**src/rtl/serializer_pkg.sv**
```systemverilog
// Shared types and constants for the 10:2 DDR TMDS serializer.
// Slot 0 of each word carries bits [1:0]; the counter idles on LAST_SLOT so a load is always pending.
package serializer_pkg;

   localparam int WORD_W = 10;
   localparam int SLOTS  = WORD_W / 2;
   localparam int CNT_W  = $clog2(SLOTS);
   localparam int LANES  = 2;
   localparam int LANE_DATA = 0;
   localparam int LANE_CLK  = 1;

   typedef logic [WORD_W-1:0] tmds_word_t;
   typedef logic [CNT_W-1:0]  slot_t;

   localparam slot_t LAST_SLOT = slot_t'(SLOTS - 1);

   // Low half ones, high half zeros: the clock lane is high for the first half of each pixel period.
   function automatic tmds_word_t make_clk_pattern();
      tmds_word_t pat;
      pat = '0;
      for (int i = 0; i < SLOTS; i++) begin
         pat[i] = 1'b1;
      end
      return pat;
   endfunction

   localparam tmds_word_t CLK_PATTERN = make_clk_pattern();

   // Any counter value at or past the last slot forces a load, so a corrupted count self-heals.
   function automatic logic is_load_slot(input slot_t cnt);
      return (cnt >= LAST_SLOT);
   endfunction

endpackage

```
**src/rtl/serializer_lane.sv**
```systemverilog
// One serializer lane: parallel load, then two bits per cycle shifted out LSB first.
// The output pair is taken straight from the low register bits so it is glitch-free.
module serializer_lane
   import serializer_pkg::*;
#(
   parameter int W = WORD_W
) (
   input  logic         clk,
   input  logic         rst,
   input  logic         load,
   input  logic [W-1:0] load_value,
   output logic [1:0]   pair
);

   logic [W-1:0] sr_reg;

   always_ff @(posedge clk or posedge rst) begin
      if (rst) begin
         sr_reg <= '0;
      end else if (load) begin
         sr_reg <= load_value;
      end else begin
         sr_reg <= {2'b00, sr_reg[W-1:2]};
      end
   end

   assign pair = sr_reg[1:0];

endmodule

```
**src/rtl/serializer.sv**
```systemverilog
// 10:2 DDR serializer on the 5x shift clock, with a phase-matched TMDS clock lane.
// Optional: define SERIALIZER_LOAD_STROBE_EN to add the o_load word-start strobe.
module serializer
   import serializer_pkg::*;
(
   input  logic              i_clk_shift,
   input  logic              i_rst,
   input  logic [WORD_W-1:0] i_data,
   output logic [1:0]        o_data,
   output logic [1:0]        o_clk
`ifdef SERIALIZER_LOAD_STROBE_EN
   ,
   output logic              o_load
`endif
);

   slot_t      cnt_reg;
   logic       load;
   tmds_word_t lane_value [LANES];
   logic [1:0] lane_pair  [LANES];

   assign load = is_load_slot(cnt_reg);

   // Reset parks the counter on the last slot so the first edge after release loads a word.
   always_ff @(posedge i_clk_shift or posedge i_rst) begin
      if (i_rst) begin
         cnt_reg <= LAST_SLOT;
      end else if (load) begin
         cnt_reg <= '0;
      end else begin
         cnt_reg <= cnt_reg + slot_t'(1);
      end
   end

   assign lane_value[LANE_DATA] = i_data;
   assign lane_value[LANE_CLK]  = CLK_PATTERN;

   genvar gi;
   generate
      for (gi = 0; gi < LANES; gi++) begin : g_lane
         serializer_lane #(
            .W (WORD_W)
         ) u_lane (
            .clk        (i_clk_shift),
            .rst        (i_rst),
            .load       (load),
            .load_value (lane_value[gi]),
            .pair       (lane_pair[gi])
         );
      end
   endgenerate

   assign o_data = lane_pair[LANE_DATA];
   assign o_clk  = lane_pair[LANE_CLK];

`ifdef SERIALIZER_LOAD_STROBE_EN
   logic load_strobe_reg;

   // High in the slot right after a load edge, which is exactly the cnt == 0 slot.
   always_ff @(posedge i_clk_shift or posedge i_rst) begin
      if (i_rst) begin
         load_strobe_reg <= 1'b0;
      end else begin
         load_strobe_reg <= load;
      end
   end

   assign o_load = load_strobe_reg;
`endif

endmodule

```
**config.mk**
```make
export PLATFORM = sky130hd
export DESIGN_NAME = serializer
export DESIGN_NICKNAME = d
export VERILOG_FILES = /design/src/rtl/serializer_pkg.sv /design/src/rtl/serializer_lane.sv /design/src/rtl/serializer.sv
export SDC_FILE = /design/constraint.sdc
export NUM_CORES = 1
export LEC_CHECK = 0
export CORE_MARGIN = 2
export CORE_UTILIZATION = 50
export CTS_BUF_LIST = sky130_fd_sc_hd__clkbuf_4
export DETAILED_ROUTE_END_ITERATION = 10
export GPL_ROUTABILITY_DRIVEN = 0
export PLACE_DENSITY_LB_ADDON = 0.1
export SYNTH_ARGS = -nofsm -noshare
export SYNTH_HDL_FRONTEND = slang
export SYNTH_SLANG_ARGS = --single-unit
```
**constraint.sdc**
```tcl
create_clock -name i_clk_shift -period 3.1 [get_ports i_clk_shift]
set_input_delay 0.465 -clock i_clk_shift [delete_from_list [all_inputs] [get_ports i_clk_shift]]
set_output_delay 0.465 -clock i_clk_shift [all_outputs]
set_load 0.01 [all_outputs]
```
==> results.rst <==
.. list-table::
   :header-rows: 1

   * - Metric
     - Value
   * - Initial DRC count
     - 2
   * - Buffer type at the clock tree root
     - sky130_fd_sc_hd__clkbuf_4
   * - Gate count after technology mapping
     - 43
   * - Number of pins with negative max-slew slack in the final report
     - 0
   * - Max FFs per register
     - 13
   * - Power density over the cells
     - around 450 mW/mm^2
   * - Peak ir drop on the vdd network
     - 0.242 mV
   * - Total overflow reported by the global router
     - 0
   * - Post-Place Cell Area
     - roughly 760 um^2
   * - Final standard cell area without fillers
     - 786 um^2
   * - Count of cells along the worst register-to-register path
     - 1
   * - Top achievable clock speed
     - 622 MHz
   * - Share of the clock period used by the worst path
     - between 50% and 60%
   * - Critical path buffers and inverters
     - 1
   * - Antenna violations before repair
     - 0
   * - Number of storage elements in the synthesis netlist
     - 16
   * - Startpoint-to-endpoint class of the critical path
     - register to output pin
   * - Reg clk slew, reported paths
     - 0.08 ns
   * - Total length of routed wires
     - 878 um
   * - Most used cells in the layout excluding fill and tap cells
     - 15 x sky130_fd_sc_hd__dfrtp_1, 15 x sky130_fd_sc_hd__clkdlybuf4s50_1, 5 x sky130_fd_sc_hd__mux2_2
   * - Routed via count
     - 322
   * - Final Skew
     - 0.00386 ns
   * - CTS Buf Count
     - 3
   * - Setup Buffers After CTS
     - 0
   * - Slew HR
     - 62.7%
   * - Post-layout nets
     - 70
   * - Boundary pin count
     - 16
   * - Number of placed instances with taps included
     - 65
   * - Yosys synthesis warning count
     - 0
   * - Run status
     - finished clean
   * - Die area
     - 0.00160 mm^2
   * - Cell depth of the worst setup path
     - 1
   * - Die extent in y
     - 40.0 um
   * - Via density per instance
     - 4.67
   * - Area growth from synthesis to layout
     - 21.2%
   * - Slowest Stage Delay on Critical Path
     - approximately 0.53 ns
   * - Worst-Skew Late Latency
     - ~0.27 ns
   * - Routed len/inst
     - 12.7 um
   * - Critical path cell sequence
     - clkdlybuf4s50_1
   * - Fraction of layout instances using a drive strength above 1
     - between 30% and 40%
   * - Worst Setup End Kind
     - output pin
   * - Max clock buf depth
     - 2
   * - Total nets after synthesis
     - 57
   * - Number of global-route vias before repair
     - 346
   * - Cts-stage hold buffer count
     - 0
   * - Total number of H-tree levels
     - 1
   * - First-pass GRT wire length
     - 1370 um
   * - Required time of the worst setup path
     - 2.63 ns
   * - CTS tree
     - yes
   * - Data arrival, critical path
     - 1.14 ns
   * - Floorplan core area
     - 0.00116 mm^2
   * - Post-cts resize count
     - 0
   * - CP startpoint kind
     - register
   * - Slowest CP cell
     - sky130_fd_sc_hd__clkdlybuf4s50_1
   * - Avg Cell Area, Syn
     - 15.1 um^2
   * - Portion of the post-synthesis area used by sequential elements
     - 62.0%
   * - Area of the mapped netlist
     - approximately 650 um^2
   * - GRT Overall Usage
     - 14.6%
   * - Initial Utilization
     - a little under three fifths
   * - Transition time at the pin with the least slew margin
     - 0.559 ns
   * - Number of rows created at floorplan
     - 12
   * - Final instance count without filler cells
     - 69
   * - Number of hold-slack violations in the final timing report
     - 0
   * - Max-cap violation count
     - 0
   * - Number of clock sinks
     - 16
   * - Count of final setup violators
     - 0
   * - Count of unresolved DRC violations after routing
     - 0
   * - Port buffer count
     - 15
   * - Top fanout value on the critical path
     - 2
   * - RSZ-0062 raised after global routing
     - no
   * - CP delay by family, top
     - buffers and inverters
   * - Library cells used by synthesis
     - 14
   * - ANT nets after route
     - 0
   * - Core occupancy in the finished layout
     - 68.0%
   * - Diodes inserted
     - 0
   * - Filler Cells Inserted
     - 76
   * - Leakage power total
     - approximately 0.00039 uW
   * - Die Wd
     - 40.0 um
   * - Final min period
     - 1.61 ns
   * - Hold path cells
     - 1
   * - Final-layout setup total negative slack
     - 0 ns
   * - Pre-Repair DR Iteration Count
     - 3
   * - Class of the tightest hold or removal check
     - register to register
   * - Largest net degree at the start of global routing
     - 17
[logic make-up (layout without fill, tap and decap cells)]
| group | Yosys count | count (layout) | synth area share [%] |
|---|---|---|---|
| fa+ha+maj | 2 | 2 | 3.86 |
| buf+inv | 10 | 22 | 11.0 |
| flops | 16 | 16 | 62.0 |
| mux | 8 | 8 | 15.6 |
| simple gates | 7 | 7 | 7.53 |
[per-stage QoR]
step / power, uW / hold WS (ns) / setup slack [ns]
floorplan: 227 / 0.378 / 1.96
global placement: 242 / 0.408 / 1.80
detailed placement: 244 / 0.439 / 1.80
CTS: 359 / 0.452 / 1.48
global route: 377 / 0.452 / 1.42
finish: 354 / 0.443 / 1.49
[power by group]
group          switching, uW  internal [uW]  total (uW)
clock                   55.8           58.6         114
sequential             0.320            211         211
combinational           8.34           19.9        28.3
[final timing paths]
check | endpoint | startpoint | slack, ns
setup / recovery | o_clk[1] | g_lane[1].u_lane.sr_reg[2] | 1.49
hold / removal | g_lane[1].u_lane.sr_reg[2] | g_lane[1].u_lane.sr_reg[3] | 0.44
setup reg to reg | g_lane[0].u_lane.sr_reg[3] | cnt_reg[2] | 1.88
hold reg to reg | g_lane[1].u_lane.sr_reg[2] | g_lane[1].u_lane.sr_reg[3] | 0.44
max in group asynchronous | cnt_reg[2] | i_rst | 2.18
min in group asynchronous | g_lane[0].u_lane.sr_reg[2] | i_rst | 0.54
[routing by layer]
metal | GRT usage, % | vias to the layer above | part of all wire (%)
met4 | 10.3 | 0 | 0.80
met5 | 0 | - | 0
met3 | 5.00 | 2 | 6.2
li1 | - | 152 | -
met2 | 29.4 | 12 | 55
met1 | 10.6 | 156 | 38
[area by class of cell]
type | count | area, um^2 | area share (%)
flip-flops and latches | 16 | 402 | 51.1
multi-input cells | 17 | 175 | 22.3
well taps | 14 | 17.5 | 2.23
clock buffers | 4 | 30.0 | 3.82
repair buffers | 15 | 150 | 19.1
inverters | 3 | 11.3 | 1.43
[cell usage after synthesis]
cell type | n | area, um^2
sky130_fd_sc_hd__mux2_2 | 5 | 56.3
sky130_fd_sc_hd__mux2_4 | 3 | 45.0
sky130_fd_sc_hd__buf_8 | 1 | 15.0
sky130_fd_sc_hd__buf_4 | 4 | 30.0
sky130_fd_sc_hd__or2_1 | 2 | 12.5
sky130_fd_sc_hd__and2_2 | 2 | 15.0
sky130_fd_sc_hd__ha_1 | 2 | 25.0
sky130_fd_sc_hd__dfrtp_1 | 15 | 375
sky130_fd_sc_hd__dfstp_2 | 1 | 26.3
sky130_fd_sc_hd__clkbuf_1 | 1 | 3.75
sky130_fd_sc_hd__nor2_1 | 1 | 3.75
sky130_fd_sc_hd__inv_1 | 3 | 11.3
sky130_fd_sc_hd__buf_6 | 1 | 11.3
sky130_fd_sc_hd__and2b_2 | 2 | 17.5
Note: power is estimated with default switching activity, not from simulation.
